`src/rtl/mem_access_unit_pkg.sv`:
```
// rtl/mem_access_unit_pkg.sv - shared opcodes, flag values, exception codes and decode helpers
// Purpose: opcode map and small decode functions shared by the MEM stage and its lane aligner.
// Ports: none (package).
package mem_access_unit_pkg;

  localparam logic [5:0] OP_LB  = 6'h20;
  localparam logic [5:0] OP_LH  = 6'h21;
  localparam logic [5:0] OP_LW  = 6'h23;
  localparam logic [5:0] OP_LBU = 6'h24;
  localparam logic [5:0] OP_LHU = 6'h25;
  localparam logic [5:0] OP_SB  = 6'h28;
  localparam logic [5:0] OP_SH  = 6'h29;
  localparam logic [5:0] OP_SW  = 6'h2b;
  localparam logic [5:0] OP_LL  = 6'h30;
  localparam logic [5:0] OP_SC  = 6'h38;

  localparam logic RAM_WRITE   = 1'b1;
  localparam logic RAM_READ    = 1'b0;
  localparam logic RAM_ENABLE  = 1'b1;
  localparam logic RAM_DISABLE = 1'b0;
  localparam logic SET_FLAG    = 1'b1;
  localparam logic CLEAR_FLAG  = 1'b0;

  typedef enum logic [1:0] {
    EXC_NONE      = 2'd0,
    EXC_MIS_LOAD  = 2'd1,
    EXC_MIS_STORE = 2'd2,
    EXC_TIMEOUT   = 2'd3
  } excp_code_e;

  typedef enum logic {S_IDLE, S_ACCESS} state_e;

  function automatic logic is_load(input logic [5:0] op);
    return (op == OP_LB) || (op == OP_LBU) || (op == OP_LH) ||
           (op == OP_LHU) || (op == OP_LW) || (op == OP_LL);
  endfunction

  function automatic logic is_store(input logic [5:0] op);
    return (op == OP_SB) || (op == OP_SH) || (op == OP_SW) || (op == OP_SC);
  endfunction

  function automatic logic is_mem(input logic [5:0] op);
    return is_load(op) || is_store(op);
  endfunction

  // Halves need even addresses; words (including LL/SC) need 4-byte alignment.
  function automatic logic misaligned(input logic [5:0] op, input logic [1:0] lo);
    if ((op == OP_LH) || (op == OP_LHU) || (op == OP_SH))
      return lo[0];
    if ((op == OP_LW) || (op == OP_SW) || (op == OP_LL) || (op == OP_SC))
      return lo != 2'b00;
    return 1'b0;
  endfunction

endpackage

```
`src/rtl/mem_access_unit_if.sv`:
```
// rtl/mem_access_unit_if.sv - req/ack data-memory port
// Purpose: groups the data-memory bus; master = MEM stage, slave = memory.
// Signals: ce request, we write, be byte enables, addr word address, wdata lane-aligned
//          store data, rdata read data (valid with ack), ack access complete.
interface mem_access_unit_if #(parameter int ADDR_W = 32);
  logic              ce;
  logic              we;
  logic [3:0]        be;
  logic [ADDR_W-1:0] addr;
  logic [31:0]       wdata;
  logic [31:0]       rdata;
  logic              ack;

  modport master (output ce, we, be, addr, wdata, input rdata, ack);
  modport slave  (input ce, we, be, addr, wdata, output rdata, ack);
endinterface

```
`src/rtl/mem_lane_align.sv`:
```
// rtl/mem_lane_align.sv - store lane placement and load lane extraction
// Purpose: combinational byte-enable / write-data generation for stores and
//          lane select plus sign/zero extension for loads, by op and addr[1:0].
// Ports: op, lo (addr[1:0]), wdata (rt), rdata (memory word) in;
//        be, wdata_lane, load_data out.
module mem_lane_align
  import mem_access_unit_pkg::*;
(
  input  logic [5:0]  op,
  input  logic [1:0]  lo,
  input  logic [31:0] wdata,
  input  logic [31:0] rdata,
  output logic [3:0]  be,
  output logic [31:0] wdata_lane,
  output logic [31:0] load_data
);

  logic [7:0]  rbyte;
  logic [15:0] rhalf;
  logic [3:0]  be_byte;
  logic [3:0]  be_half;

  always_comb begin
    rbyte      = rdata[{lo, 3'b000} +: 8];
    rhalf      = lo[1] ? rdata[31:16] : rdata[15:0];
    be_byte    = 4'b0001 << lo;
    be_half    = lo[1] ? 4'b1100 : 4'b0011;
    be         = 4'b1111;
    wdata_lane = wdata;
    load_data  = rdata;
    case (op)
      OP_SB: begin
        be         = be_byte;
        wdata_lane = {4{wdata[7:0]}};
      end
      OP_SH: begin
        be         = be_half;
        wdata_lane = {2{wdata[15:0]}};
      end
      OP_LB: begin
        be        = be_byte;
        load_data = {{24{rbyte[7]}}, rbyte};
      end
      OP_LBU: begin
        be        = be_byte;
        load_data = {24'h0, rbyte};
      end
      OP_LH: begin
        be        = be_half;
        load_data = {{16{rhalf[15]}}, rhalf};
      end
      OP_LHU: begin
        be        = be_half;
        load_data = {16'h0, rhalf};
      end
      default: ;
    endcase
  end

endmodule

```
`src/rtl/mem_access_unit.sv`:
```
// rtl/mem_access_unit.sv - MEM pipeline stage: loads, stores, LL/SC over a req/ack port
// Purpose: runs byte/half/word loads and stores plus LL/SC, stalls upstream until the
//          memory acks or times out, owns the LL reservation, flags misalignment/timeouts.
// Ports: clk, rst (async, active-high); valid_i/op_i/addr_i/wdata_i/regc_* from EX/MEM;
//        llbit_clr_i clears the reservation; stall_o holds upstream; wb_valid_o, reg_*,
//        excp_o, excp_code_o to WB; mem (master) is the data-memory port.
module mem_access_unit
  import mem_access_unit_pkg::*;
#(
  parameter int ADDR_W  = 32,
  parameter int TIMEOUT = 16,
  parameter bit LLSC_EN = 1'b1
) (
  input  logic              clk,
  input  logic              rst,
  input  logic              valid_i,
  input  logic [5:0]        op_i,
  input  logic [ADDR_W-1:0] addr_i,
  input  logic [31:0]       wdata_i,
  input  logic [4:0]        regc_addr_i,
  input  logic              regc_wr_i,
  input  logic [31:0]       regc_data_i,
  input  logic              llbit_clr_i,
  output logic              stall_o,
  output logic              wb_valid_o,
  output logic [4:0]        reg_addr_o,
  output logic              reg_wr_o,
  output logic [31:0]       reg_data_o,
  output logic              excp_o,
  output logic [1:0]        excp_code_o,
  mem_access_unit_if.master mem
);

  localparam int TW = (TIMEOUT > 1) ? $clog2(TIMEOUT) : 1;
  localparam logic [TW-1:0] TMO_LAST = TW'((TIMEOUT > 0) ? TIMEOUT - 1 : 0);

  state_e            state, state_n;
  logic [TW-1:0]     tmo_cnt;
  logic              llbit;
  logic [ADDR_W-3:0] ll_addr;
  logic [5:0]        st_op;
  logic [1:0]        st_lo;
  logic [ADDR_W-3:0] st_word;
  logic [4:0]        st_dest;
  logic              st_wr;

  logic mem_op, misal, sc_fail, ack_hit, tmo_hit;
  logic [5:0]  lane_op;
  logic [1:0]  lane_lo;
  logic [3:0]  lane_be;
  logic [31:0] lane_wdata, lane_load;

  // One aligner serves both directions: IDLE uses it for the incoming store,
  // ACCESS uses it on the latched op to extract the returned load data.
  assign lane_op = (state == S_ACCESS) ? st_op : op_i;
  assign lane_lo = (state == S_ACCESS) ? st_lo : addr_i[1:0];

  mem_lane_align u_lane (
    .op         (lane_op),
    .lo         (lane_lo),
    .wdata      (wdata_i),
    .rdata      (mem.rdata),
    .be         (lane_be),
    .wdata_lane (lane_wdata),
    .load_data  (lane_load)
  );

  always_ff @(posedge clk or posedge rst) begin
    if (rst) state <= S_IDLE;
    else     state <= state_n;
  end

  // Stall drops in the completing ACCESS cycle so the held instruction retires
  // on the same edge the result is registered, and is not re-issued.
  always_comb begin
    state_n = state;
    stall_o = 1'b0;
    ack_hit = 1'b0;
    tmo_hit = 1'b0;
    mem_op  = is_mem(op_i);
    misal   = misaligned(op_i, addr_i[1:0]);
    sc_fail = (op_i == OP_SC) &&
              !(LLSC_EN && llbit && (ll_addr == addr_i[ADDR_W-1:2]));
    case (state)
      S_IDLE: begin
        if (valid_i && mem_op && !misal && !sc_fail) begin
          stall_o = 1'b1;
          state_n = S_ACCESS;
        end
      end
      S_ACCESS: begin
        ack_hit = mem.ack;
        tmo_hit = (TIMEOUT != 0) && !mem.ack && (tmo_cnt == TMO_LAST);
        stall_o = !(ack_hit || tmo_hit);
        if (ack_hit || tmo_hit) state_n = S_IDLE;
      end
      default: state_n = S_IDLE;
    endcase
  end

  always_ff @(posedge clk or posedge rst) begin
    if (rst) begin
      wb_valid_o  <= 1'b0;
      reg_addr_o  <= '0;
      reg_wr_o    <= 1'b0;
      reg_data_o  <= '0;
      excp_o      <= 1'b0;
      excp_code_o <= EXC_NONE;
      mem.ce      <= RAM_DISABLE;
      mem.we      <= RAM_READ;
      mem.be      <= '0;
      mem.addr    <= '0;
      mem.wdata   <= '0;
      tmo_cnt     <= '0;
      llbit       <= CLEAR_FLAG;
      ll_addr     <= '0;
      st_op       <= '0;
      st_lo       <= '0;
      st_word     <= '0;
      st_dest     <= '0;
      st_wr       <= 1'b0;
    end else begin
      wb_valid_o <= 1'b0;
      excp_o     <= 1'b0;
      case (state)
        S_IDLE: begin
          if (valid_i) begin
            if (!mem_op) begin
              wb_valid_o  <= 1'b1;
              reg_addr_o  <= regc_addr_i;
              reg_wr_o    <= regc_wr_i;
              reg_data_o  <= regc_data_i;
              excp_code_o <= EXC_NONE;
            end else if (misal) begin
              wb_valid_o  <= 1'b1;
              excp_o      <= 1'b1;
              excp_code_o <= is_store(op_i) ? EXC_MIS_STORE : EXC_MIS_LOAD;
              reg_addr_o  <= regc_addr_i;
              reg_wr_o    <= 1'b0;
            end else if (sc_fail) begin
              wb_valid_o  <= 1'b1;
              reg_addr_o  <= regc_addr_i;
              reg_wr_o    <= regc_wr_i;
              reg_data_o  <= '0;
              excp_code_o <= EXC_NONE;
              llbit       <= CLEAR_FLAG;
            end else begin
              mem.ce    <= RAM_ENABLE;
              mem.we    <= is_store(op_i) ? RAM_WRITE : RAM_READ;
              mem.be    <= lane_be;
              mem.addr  <= {addr_i[ADDR_W-1:2], 2'b00};
              mem.wdata <= lane_wdata;
              st_op     <= op_i;
              st_lo     <= addr_i[1:0];
              st_word   <= addr_i[ADDR_W-1:2];
              st_dest   <= regc_addr_i;
              st_wr     <= regc_wr_i;
              tmo_cnt   <= '0;
            end
          end
        end
        S_ACCESS: begin
          if (ack_hit) begin
            mem.ce      <= RAM_DISABLE;
            mem.we      <= RAM_READ;
            wb_valid_o  <= 1'b1;
            reg_addr_o  <= st_dest;
            excp_code_o <= EXC_NONE;
            if (is_load(st_op)) begin
              reg_wr_o   <= st_wr;
              reg_data_o <= lane_load;
              if (LLSC_EN && (st_op == OP_LL)) begin
                llbit   <= SET_FLAG;
                ll_addr <= st_word;
              end
            end else if (st_op == OP_SC) begin
              reg_wr_o   <= st_wr;
              reg_data_o <= 32'd1;
              llbit      <= CLEAR_FLAG;
            end else begin
              reg_wr_o   <= 1'b0;
              reg_data_o <= '0;
              if (st_word == ll_addr) llbit <= CLEAR_FLAG;
            end
          end else if (tmo_hit) begin
            mem.ce      <= RAM_DISABLE;
            mem.we      <= RAM_READ;
            wb_valid_o  <= 1'b1;
            excp_o      <= 1'b1;
            excp_code_o <= EXC_TIMEOUT;
            reg_addr_o  <= st_dest;
            reg_wr_o    <= 1'b0;
          end else begin
            tmo_cnt <= tmo_cnt + TW'(1);
          end
        end
        default: ;
      endcase
      // Placed last so it overrides an LL set landing on the same edge.
      if (llbit_clr_i) llbit <= CLEAR_FLAG;
    end
  end

endmodule

```
`src/flat_wrapper.sv`:
```
// flat-port wrapper written by rule: the top's interface ports become plain ports
module mem_access_unit_flat import mem_access_unit_pkg::*;
#(
  parameter int ADDR_W  = 32,
  parameter int TIMEOUT = 16,
  parameter bit LLSC_EN = 1'b1
)
  (clk, rst, valid_i, op_i, addr_i, wdata_i, regc_addr_i, regc_wr_i, regc_data_i, llbit_clr_i, stall_o, wb_valid_o, reg_addr_o, reg_wr_o, reg_data_o, excp_o, excp_code_o, mem_ce, mem_we, mem_be, mem_addr, mem_wdata, mem_rdata, mem_ack);
  mem_access_unit_if #(.ADDR_W(ADDR_W)) mem_i ();
  input  logic clk;
  input  logic rst;
  input  logic valid_i;
  input  logic [5:0] op_i;
  input  logic [ADDR_W-1:0] addr_i;
  input  logic [31:0] wdata_i;
  input  logic [4:0] regc_addr_i;
  input  logic regc_wr_i;
  input  logic [31:0] regc_data_i;
  input  logic llbit_clr_i;
  output logic stall_o;
  output logic wb_valid_o;
  output logic [4:0] reg_addr_o;
  output logic reg_wr_o;
  output logic [31:0] reg_data_o;
  output logic excp_o;
  output logic [1:0] excp_code_o;
  output wire logic [$bits(mem_i.ce)-1:0] mem_ce;
  output wire logic [$bits(mem_i.we)-1:0] mem_we;
  output wire logic [$bits(mem_i.be)-1:0] mem_be;
  output wire logic [$bits(mem_i.addr)-1:0] mem_addr;
  output wire logic [$bits(mem_i.wdata)-1:0] mem_wdata;
  input wire logic [$bits(mem_i.rdata)-1:0] mem_rdata;
  input wire logic [$bits(mem_i.ack)-1:0] mem_ack;
  assign mem_ce = mem_i.ce;
  assign mem_we = mem_i.we;
  assign mem_be = mem_i.be;
  assign mem_addr = mem_i.addr;
  assign mem_wdata = mem_i.wdata;
  assign mem_i.rdata = mem_rdata;
  assign mem_i.ack = mem_ack;
  mem_access_unit #(.ADDR_W(ADDR_W), .TIMEOUT(TIMEOUT), .LLSC_EN(LLSC_EN)) u_core (.clk(clk), .rst(rst), .valid_i(valid_i), .op_i(op_i), .addr_i(addr_i), .wdata_i(wdata_i), .regc_addr_i(regc_addr_i), .regc_wr_i(regc_wr_i), .regc_data_i(regc_data_i), .llbit_clr_i(llbit_clr_i), .stall_o(stall_o), .wb_valid_o(wb_valid_o), .reg_addr_o(reg_addr_o), .reg_wr_o(reg_wr_o), .reg_data_o(reg_data_o), .excp_o(excp_o), .excp_code_o(excp_code_o), .mem(mem_i));
endmodule
```
`config.mk`:
```
export PLATFORM = sky130hd
export DESIGN_NAME = mem_access_unit_flat
export DESIGN_NICKNAME = d
export VERILOG_FILES = /design/src/rtl/mem_access_unit_pkg.sv /design/src/rtl/mem_access_unit_if.sv /design/src/rtl/mem_lane_align.sv /design/src/rtl/mem_access_unit.sv /design/src/flat_wrapper.sv
export SDC_FILE = /design/constraint.sdc
export NUM_CORES = 1
export LEC_CHECK = 0
export ABC_CLOCK_PERIOD_IN_PS = 12200
export CAP_MARGIN = 15
export CORE_ASPECT_RATIO = 1.25
export CORE_MARGIN = 2
export CORE_UTILIZATION = 60
export DETAILED_ROUTE_END_ITERATION = 8
export DONT_BUFFER_PORTS = 1
export GPL_TIMING_DRIVEN = 0
export PLACE_DENSITY = 0.8
export SKIP_CTS_REPAIR_TIMING = 1
export SLEW_MARGIN = 20
export SYNTH_ARGS = -nofsm -noshare
export SYNTH_HDL_FRONTEND = slang
export SYNTH_SLANG_ARGS = --single-unit
export TNS_END_PERCENT = 50
```
`constraint.sdc`:
```
create_clock -name clk -period 12.2 [get_ports clk]
set_input_delay 2.44 -clock clk [delete_from_list [all_inputs] [get_ports clk]]
set_output_delay 2.44 -clock clk [all_outputs]
set_load 0.005 [all_outputs]
```
Word level (Yosys, flattened, before mapping). Index checks and enable logic that the tools add are counted.

Add/sub/neg operators: 1. Eq/ne operators: 44. Shifts and indexed selects: 2. Muxes and demuxes: 94. Bitwise logic cells: 3. Reductions and logical operators: 41.

Operators with widths (count): 32-bit two-way mux (6); 6-bit equality test, second input constant (23); 32-bit one-hot mux with 2 select lines (2); 32-bit one-hot mux with 4 select lines (1); 30-bit equality test (2); 1-bit two-way mux (50); 32-bit by 6-bit variable part select with 8-bit output (1); 5-bit two-way mux (6); 4-bit two-way mux (7); 1-bit logical OR (20); 3-bit inequality test, second input constant (6); 16-bit two-way mux (1); 2-bit two-way mux (8); 1-bit one-hot mux with 2 select lines (8); 4-bit one-hot mux with 2 select lines (2); 2-bit inequality test, second input constant (6); 5-bit one-hot mux with 2 select lines (1); 5-bit AND reduction (2); 4-bit inequality test, second input constant (2); 4-bit AND reduction (2); 7-bit AND reduction (1); 1-bit logical AND (6); 6-bit two-way mux (1); 3-bit by 2-bit inequality test with 1-bit output, second input constant (2); 12 further kinds (19).

Register bits after elaboration: 160. Input bits: 145. Output and inout port bits: 113. Word-level logic and storage cells: 204.

Depth between registers and ports, before layout. Gate-level depths: netlist of the first run.

Word-level depth: 13. Depth in mapped cells: 10. Gate-level depth less buffers: 7.

By module. From an unflattened synthesis of the first run, not the netlist that was laid out.

Cells, all modules: 734. Area total of the unflattened synthesis: 8461.9 sq um.

By module, submodules not included: mem_access_unit (instances 1, cells an instance 556, area an instance 7302.0 sq um, sequential area each 4003.8 sq um); mem_lane_align (instances 1, cells an instance 178, area an instance 1159.9 sq um, sequential area each 0.0 sq um).

Worst setup path after synthesis of the first run. OpenSTA, ideal clock, no wires.

Kind: input -> output. From: input op_i[0]. To: output stall_o. Arrival time: 3594 ps. Required time: 9760 ps. Path slack: 6166 ps. Stages on the path: 7. Buffers on the path: 1. Cells stage by stage: nor2_1 -> a32oi_1 -> a311o_1 -> buf_2 -> a41o_1 -> o31ai_1 -> inv_1.

Longest elaborated chain between the ends: 13. Elaborated cells on any way between the ends: 38. Classes of those cells: eq/ne: 10; mux: 8; reduce/logical: 20.

RTL lines: start: declaration (RTL line flat_wrapper.sv:13) `input logic [5:0] op_i;`; 6-bit equality test, on equally long branches (RTL line mem_access_unit_pkg.sv:35, mem_access_unit_pkg.sv:50, mem_access_unit_pkg.sv:39); 1-bit logical OR (3 in a row) (RTL line mem_access_unit_pkg.sv:50) `if ((op == OP_LW) || (op == OP_SW) || (op == OP_LL) || (op == OP_SC))`; 1-bit two-way mux (2 in a row) (RTL line mem_access_unit_pkg.sv:50); 1-bit two-way mux (RTL line mem_access_unit_pkg.sv:52) `return 1'b0;`; 1-bit two-way mux (RTL line mem_access_unit_pkg.sv:50); 1-bit zero test (RTL line mem_access_unit.sv:86) `if (valid_i && mem_op && !misal && !sc_fail) begin`; 1-bit logical AND (RTL line mem_access_unit.sv:86); 1-bit logical AND (*) (RTL line mem_access_unit.sv:86); 1-bit two-way mux (*) (RTL line mem_access_unit.sv:86); 1-bit one-hot mux with 2 select lines (*) (RTL line mem_access_unit.sv:84) `case (state)`; end: declaration (RTL line flat_wrapper.sv:20) `output logic stall_o;`.

Mark *: on every way between the ends. The rest lies on a longest branch, timed or not. The select of a mux whose other input is x is not followed.

Final worst setup path of the first run.
From: input addr_i[22]. To: output stall_o.

Longest elaborated chain between the ends: 8.

RTL lines: start: declaration (RTL line flat_wrapper.sv:14) `input logic [ADDR_W-1:0] addr_i;`; 30-bit equality test (RTL line mem_access_unit.sv:83) `!(LLSC_EN && llbit && (ll_addr == addr_i[ADDR_W-1:2]));`; 1-bit logical AND (RTL line mem_access_unit.sv:83); 1-bit zero test (RTL line mem_access_unit.sv:83); 1-bit logical AND (RTL line mem_access_unit.sv:82) `sc_fail = (op_i == OP_SC) &&`; 1-bit zero test (RTL line mem_access_unit.sv:86); 1-bit logical AND (RTL line mem_access_unit.sv:86); 1-bit two-way mux (RTL line mem_access_unit.sv:86); 1-bit one-hot mux with 2 select lines (RTL line mem_access_unit.sv:84).

Every way passes these cells.

==> flow_metrics.tcl, run 1 <==
set metrics [dict create \
    synth_most_common_cell "dfrtp_1" \
    worstSetupStartpointType "primary input" \
    power.density_nw_per_um2 179 \
    min_period_ns 6.42 \
    die_y_um 137 \
    place_inst 924 \
    hold_violations 0 \
    status "finished clean" \
    synth_edf_count 0 \
    drive_gt1_share_pct 26.2 \
    finalMaxSlewViolations 0 \
    fin_cells 955 \
    cap_violations 0 \
    grtUsageMet2_pct 51.1 \
    cts.reportedPaths.clkPinSlew_ns 0.06 \
    syn_area_per_cell_um2 11.3 \
    async_reset_ff_share_pct 100 \
    core_um2 13800 \
    viasPerCell 6.34 \
    hp-class "reg2reg" \
    placed_area_um2 8700 \
    cts.sinks 160 \
    clkLatencyLatePin_ns 0.42 \
    synthToLayoutAreaGrowth_pct 10.1 \
    worstSetupPathType "in2out" \
    yosysTopAreaCell "dfrtp_1" \
    dp_slack_ns 5.83 \
    placement.io_buffers 0 \
    remaining_drc_errors 0 \
    synth_cells 747 \
    peakVddDrop_mv 0.153 \
    die_w_um 110 \
    clock_tree.root_cell "clkbuf_16" \
    finalWorstSetupSlack_ns 5.78 \
    die-area_um2 15000 \
    antenna_found_initial 0 \
    grt_remaining_overflow 0 \
    post-route-period-util_pct 52.6 \
    synth-seq-area-share_pct 47.4 \
    worst_setup_path_end_kind "output pin" \
    yosysWarnings 0 \
    grt_pass1_wl_um 34100 \
    design_area_um2 9300 \
    htreeDepth 4 \
    cts_buffer_depth 2 \
    grt_util_met3_pct 11.8 \
    fmax_mhz 156 \
    drt_wl_total_um 22400 \
    place_hpwl_um 17100 \
    worstPathMaxFanout 6 \
    grt_use_met1_pct 31.2 \
    synth_area_leaders "dfrtp_1 (47%), mux2_2 (14%), xor2_1 (5.2%)" \
    grt_pass1_vias 6503 \
    nNetsFinal 914 \
    synth_common_cells "dfrtp_1 (160), mux2_2 (105), nand2_1 (81)" \
    cts_tree "done" \
    ys_types 57 \
    fillCellCount 1057 \
    p_leak_nw 4.39 \
    cts_buffers 17 \
    skew_ns 0.00739 \
    grt_use_total_pct 30.2 \
    ios 258 \
    hold-worst-slack_ns 0.511 \
    grt_max_degree 101 \
    routed-via-count 6056 \
    setup_tns_ns 0 \
    ys.flop_type "dfrtp_1" \
    wire_per_inst_um 23.4 \
    std_cell_rows 48 \
    relSlewSlack_pct 52.6 \
    cp.arrival_ns 3.98 \
    top_usage_layer "met2" \
    finalSetupViolations 0 \
    initial_core_util_pct 61.4 \
    gp_congestion 0.909 \
    rsz0062_at_grt "false" \
    required_ns 9.76 \
    ys_ff_latch 160 \
    ant_nets 0 \
    yosysTopAreaCellShare_pct 47.4 \
    first_pass_iters 5 \
    r2r_slack_ns 9.40 \
    drt_first_iter_violations 321 \
    syn_area_um2 8440 \
    tightestPinTransition_ns 0.710 \
    insertedDiodeCount 0 \
]
-- per-stage QoR --
step	utilization [%]	total power [mW]
6_report	67.6	1.66
2_1_floorplan	-	1.03
3_5_place_dp	63.2	1.13
4_1_cts	67.6	1.67
3_3_place_gp	63.0	1.10
5_1_grt	67.6	1.74
-- cell type report --
type,instances,area [µm²],share of cell area [%]
buffer,40,245,2.64
clock buffer,21,460,4.95
clock inverter,10,136,1.47
inverter,25,101,1.09
multi-input combinational,523,4100,44.1
sequential,160,4000,43.1
tap,175,219,2.36
timing repair buffer,1,27.5,0.296
-- sequential cells by signal, indices dropped and copies added, names as in the netlist, 2 cells and up --
| signal | cells |
|---|---|
| u_core.tmo_cnt | 4 |
| u_core.st_dest | 5 |
| u_core.st_lo | 2 |
| u_core.st_word | 30 |
| u_core.mem.be | 4 |
| u_core.st_op | 6 |
| u_core.excp_code_o | 2 |
| u_core.ll_addr | 30 |
| u_core.reg_data_o | 32 |
| u_core.mem.wdata | 32 |
| u_core.reg_addr_o | 5 |
-- path summary, 6_finish.rpt --
check	cells past startpoint	end	startpoint
max in group asynchronous	2	u_core.st_op[4]	rst
worst max-delay path	6	stall_o	addr_i[22]
min in group asynchronous	1	u_core.st_word[22]	rst
worst min register to register	1	u_core.st_dest[3]	u_core.st_dest[3]
worst min-delay path	1	u_core.st_dest[3]	u_core.st_dest[3]
worst max register to register	9	u_core.mem.wdata[18]	u_core.ll_addr[20]
-- cell usage in the layout (no fill, tap or decap), types with 3 or more instances in the layout --
cell type and count:
a21oi_1 35, a2bb2oi_1 6, a41o_1 3, and2_1 3, buf_2 19, buf_4 5, buf_6 4, bufinv_16 3
clkbuf_1 12, clkbuf_16 17, clkinv_2 3, clkinvlp_4 3, dfrtp_1 160, inv_1 24, mux2_2 105, mux2_4 13
mux2i_1 40, nand2_1 81, nand2b_1 5, nand3_1 7, nand4_1 6, nor2_1 48, nor2b_1 3, nor3_1 6
nor4_1 12, o21ai_0 18, o221ai_1 21, o221ai_2 10, o31ai_1 3, xnor2_1 10, xor2_1 50
-- where the power goes --
part           leakage (nW)  internal [mW]  switching, mW  total (mW)
combinational          2.13          0.174          0.152       0.326
sequential             1.97          0.659          0.136       0.795
clock                 0.285          0.331          0.211       0.542
-- kinds of logic (layout without fill, tap and decap cells) --
logic type               count (synthesis)  count (layout)  synth area share (%)
XOR/XNOR                                60              60                  6.23
adder cells (fa/ha/maj)                  1               1                 0.148
AND/OR/NAND/NOR                        185             185                  10.3
AO/OA/AOI/OAI                          117             117                  10.8
multiplexers                           158             158                  21.1
other                                    1               2                0.0444
flip-flops                             160             160                  47.4
buffers and inverters                   65              97                  4.02
-- worst max-delay path: stages --
cell	delay, ns
xor2_1	0.32
nor4_1	0.14
nand4_1	0.20
nor3_4	0.08
o31ai_1	0.57
inv_1	0.22
-- per-layer routing --
layer | part of all wire, % | vias to the layer above | wire length (µm)
met5 | 0 | - | 0
met4 | 4.5 | 0 | 1010
met3 | 9.9 | 68 | 2210
met2 | 51 | 273 | 11500
met1 | 34 | 3006 | 7640
li1 | - | 2709 | -
(Power assumes the default switching activity.)
==> run 2: changes to the inputs <==
--- a/config.mk
+++ b/config.mk
@@ -5,7 +5,7 @@
 export SDC_FILE = /design/constraint.sdc
 export NUM_CORES = 1
 export LEC_CHECK = 0
-export ABC_CLOCK_PERIOD_IN_PS = 12200
+export ABC_CLOCK_PERIOD_IN_PS = 6300
 export CAP_MARGIN = 15
 export CORE_ASPECT_RATIO = 1.25
 export CORE_MARGIN = 2
==> constraint.sdc (replaced) <==
create_clock -name clk -period 6.3 [get_ports clk]
set_input_delay 1.26 -clock clk [delete_from_list [all_inputs] [get_ports clk]]
set_output_delay 1.26 -clock clk [all_outputs]
set_load 0.005 [all_outputs]
==> results of run 2 <==
The final DEF is identical to that of run 1. Status: finished clean.
Main changes from that run: setup slack after placement 5.83 ns -> 2.29 ns; setup slack after layout 5.78 ns -> 2.24 ns; register-to-register setup slack 9.40 ns -> 3.50 ns; total power 1.66 mW -> 3.22 mW; worst IR drop on VDD 0.153 mV -> 0.297 mV
==> run 3: changes to the inputs <==
--- a/config.mk
+++ b/config.mk
@@ -5,11 +5,11 @@
 export SDC_FILE = /design/constraint.sdc
 export NUM_CORES = 1
 export LEC_CHECK = 0
-export ABC_CLOCK_PERIOD_IN_PS = 6300
+export ABC_CLOCK_PERIOD_IN_PS = 3600
 export CAP_MARGIN = 15
 export CORE_ASPECT_RATIO = 1.25
 export CORE_MARGIN = 2
-export CORE_UTILIZATION = 60
+export CORE_UTILIZATION = 58
 export DETAILED_ROUTE_END_ITERATION = 8
 export DONT_BUFFER_PORTS = 1
 export GPL_TIMING_DRIVEN = 0
==> constraint.sdc (replaced) <==
create_clock -name clk -period 3.6 [get_ports clk]
set_input_delay 0.72 -clock clk [delete_from_list [all_inputs] [get_ports clk]]
set_output_delay 0.72 -clock clk [all_outputs]
set_load 0.005 [all_outputs]
==> flow_metrics.tcl, run 3 (synthesis gave the netlist of run 1 again) <==
set metrics [dict create \
    wire_per_inst_um 23.1 \
    viasPerCell 6.28 \
    grt_use_total_pct 28.6 \
    htreeDepth 4 \
    die-area_um2 15500 \
    place_hpwl_um 17100 \
    grt_max_degree 38 \
    peakVddDrop_mv 0.438 \
    core_um2 14300 \
    fmax_mhz 327 \
    skew_ns 0.0113 \
    rsz0062_at_grt "false" \
    worstPathMaxFanout 6 \
    cp.arrival_ns 2.34 \
    finalSetupViolations 0 \
    cts_tree "done" \
    crit-reg2reg-capture "u_core.mem.wdata[18]" \
    setup_tns_ns 0 \
    worstSetupStartpointType "flip-flop" \
    cts_buffer_depth 2 \
    p_leak_nw 4.44 \
    layout_common_cells "dfrtp_1 (160), mux2_2 (105), nand2_1 (81)" \
    reg2reg_from "u_core.ll_addr[26]" \
    drive_gt1_share_pct 26.9 \
    largestRegisters "u_core.mem.wdata (32), u_core.reg_data_o (32)" \
    synthToLayoutAreaGrowth_pct 11.3 \
    gp_congestion 0.946 \
    grt_pass1_wl_um 34700 \
    relSlewSlack_pct 51.7 \
    routed-via-count 6044 \
    clock_tree.root_cell "clkbuf_16" \
    cts.reportedPaths.clkPinSlew_ns 0.07 \
    worstSetupPathType "reg2out" \
    nNetsFinal 918 \
    required_ns 2.88 \
    clockPowerShare_pct 33.1 \
    placement.io_buffers 0 \
    remaining_drc_errors 0 \
    hp-class "in2async" \
    first_pass_iters 5 \
    swShare_pct 31.5 \
    power.density_nw_per_um2 604 \
    worst_setup_path_end_kind "output pin" \
    grt_pass1_vias 6346 \
    die_w_um 112 \
    ff2ff_path_depth 9 \
    min_period_ns 3.06 \
    p_total_mw 5.68 \
    cts.sinks 160 \
    r2r_slack_ns 0.77 \
    comb_power_share_pct 19.5 \
    clkLatencyLatePin_ns 0.43 \
    antenna_found_initial 0 \
    initial_core_util_pct 59.1 \
    p_seq_share_pct 47.3 \
    ios 258 \
    internal-power_mw 3.89 \
    insertedDiodeCount 0 \
    cap_violations 0 \
    drt_first_iter_violations 398 \
    std_cell_rows 49 \
    die_y_um 139 \
    hold_violations 0 \
    tightestPinTransition_ns 0.725 \
    fillCellCount 1095 \
    finalMaxSlewViolations 0 \
    cts_buffers 17 \
    status "finished clean" \
    ant_nets 0 \
    grt_remaining_overflow 0 \
    post-route-period-util_pct 84.9 \
    layout_commonest_cell "dfrtp_1" \
    switching_power_mw 1.79 \
    final_core_utilization_pct 65.8 \
    drt_wl_total_um 22200 \
]
==> run 3: layout make-up <==
cell class	count	area, µm²	area share (%)
multi-input combinational	523	4100	43.6
sequential	160	4000	42.6
clock buffer	17	425	4.53
buffer	40	245	2.61
tap	178	223	2.37
clock inverter	15	194	2.06
timing repair buffer	5	108	1.14
inverter	25	97.6	1.04
==> run 3: power groups by stage <==
stage	Combinational, mW	Clock (mW)	Sequential [mW]
6_report	1.11	1.88	2.69
5_1_grt	1.22	1.98	2.74
4_1_cts	1.12	1.91	2.69
3_5_place_dp	1.11	0	2.72
3_3_place_gp	1.04	0	2.69
2_1_floorplan	0.903	0	2.58
==> run 3: critical path, cell delays in order (launching register included) <==
cell and delay [ns]:
dfrtp_1 0.42, xor2_1 0.35, nor4_1 0.12, nand4_1 0.21, nor3_4 0.08, o31ai_1 0.53, inv_1 0.21
==> run 3: how the worst max path moves through the flow <==
| stage | end | slack [ns] | from | cells after the start |
|---|---|---|---|---|
| floorplan | u_core.excp_code_o[0] | 0.85 | rst | 1 |
| CTS | stall_o | 0.52 | u_core.ll_addr[22] | 6 |
| detailed placement | u_core.mem.wdata[18] | 0.50 | addr_i[28] | 9 |
| finish | stall_o | 0.54 | u_core.ll_addr[22] | 6 |
| global route | stall_o | 0.41 | u_core.ll_addr[22] | 6 |
| global placement | u_core.mem.wdata[16] | 0.14 | rst | 1 |
==> run 3: stage by stage <==
step           instances  cell area [µm²]  worst slack, ns  hold slack, ns
2_1_floorplan        748             8450            0.851           0.474
3_3_place_gp         926             8670            0.144           0.486
3_5_place_dp         931             8780            0.499           0.493
4_1_cts              963             9400            0.521           0.144
5_1_grt              963             9400            0.414           0.153
6_report             963             9400            0.545           0.149
==> run 3: per-layer routing <==
| metal | vias to the layer above | routed length (µm) | GRT usage (%) |
|---|---|---|---|
| li1 | 2713 | - | - |
| met1 | 3012 | 7910 | 31.7 |
| met2 | 271 | 11700 | 50.8 |
| met3 | 48 | 2000 | 10.2 |
| met4 | 0 | 601 | 9.68 |
| met5 | - | 0 | 0 |
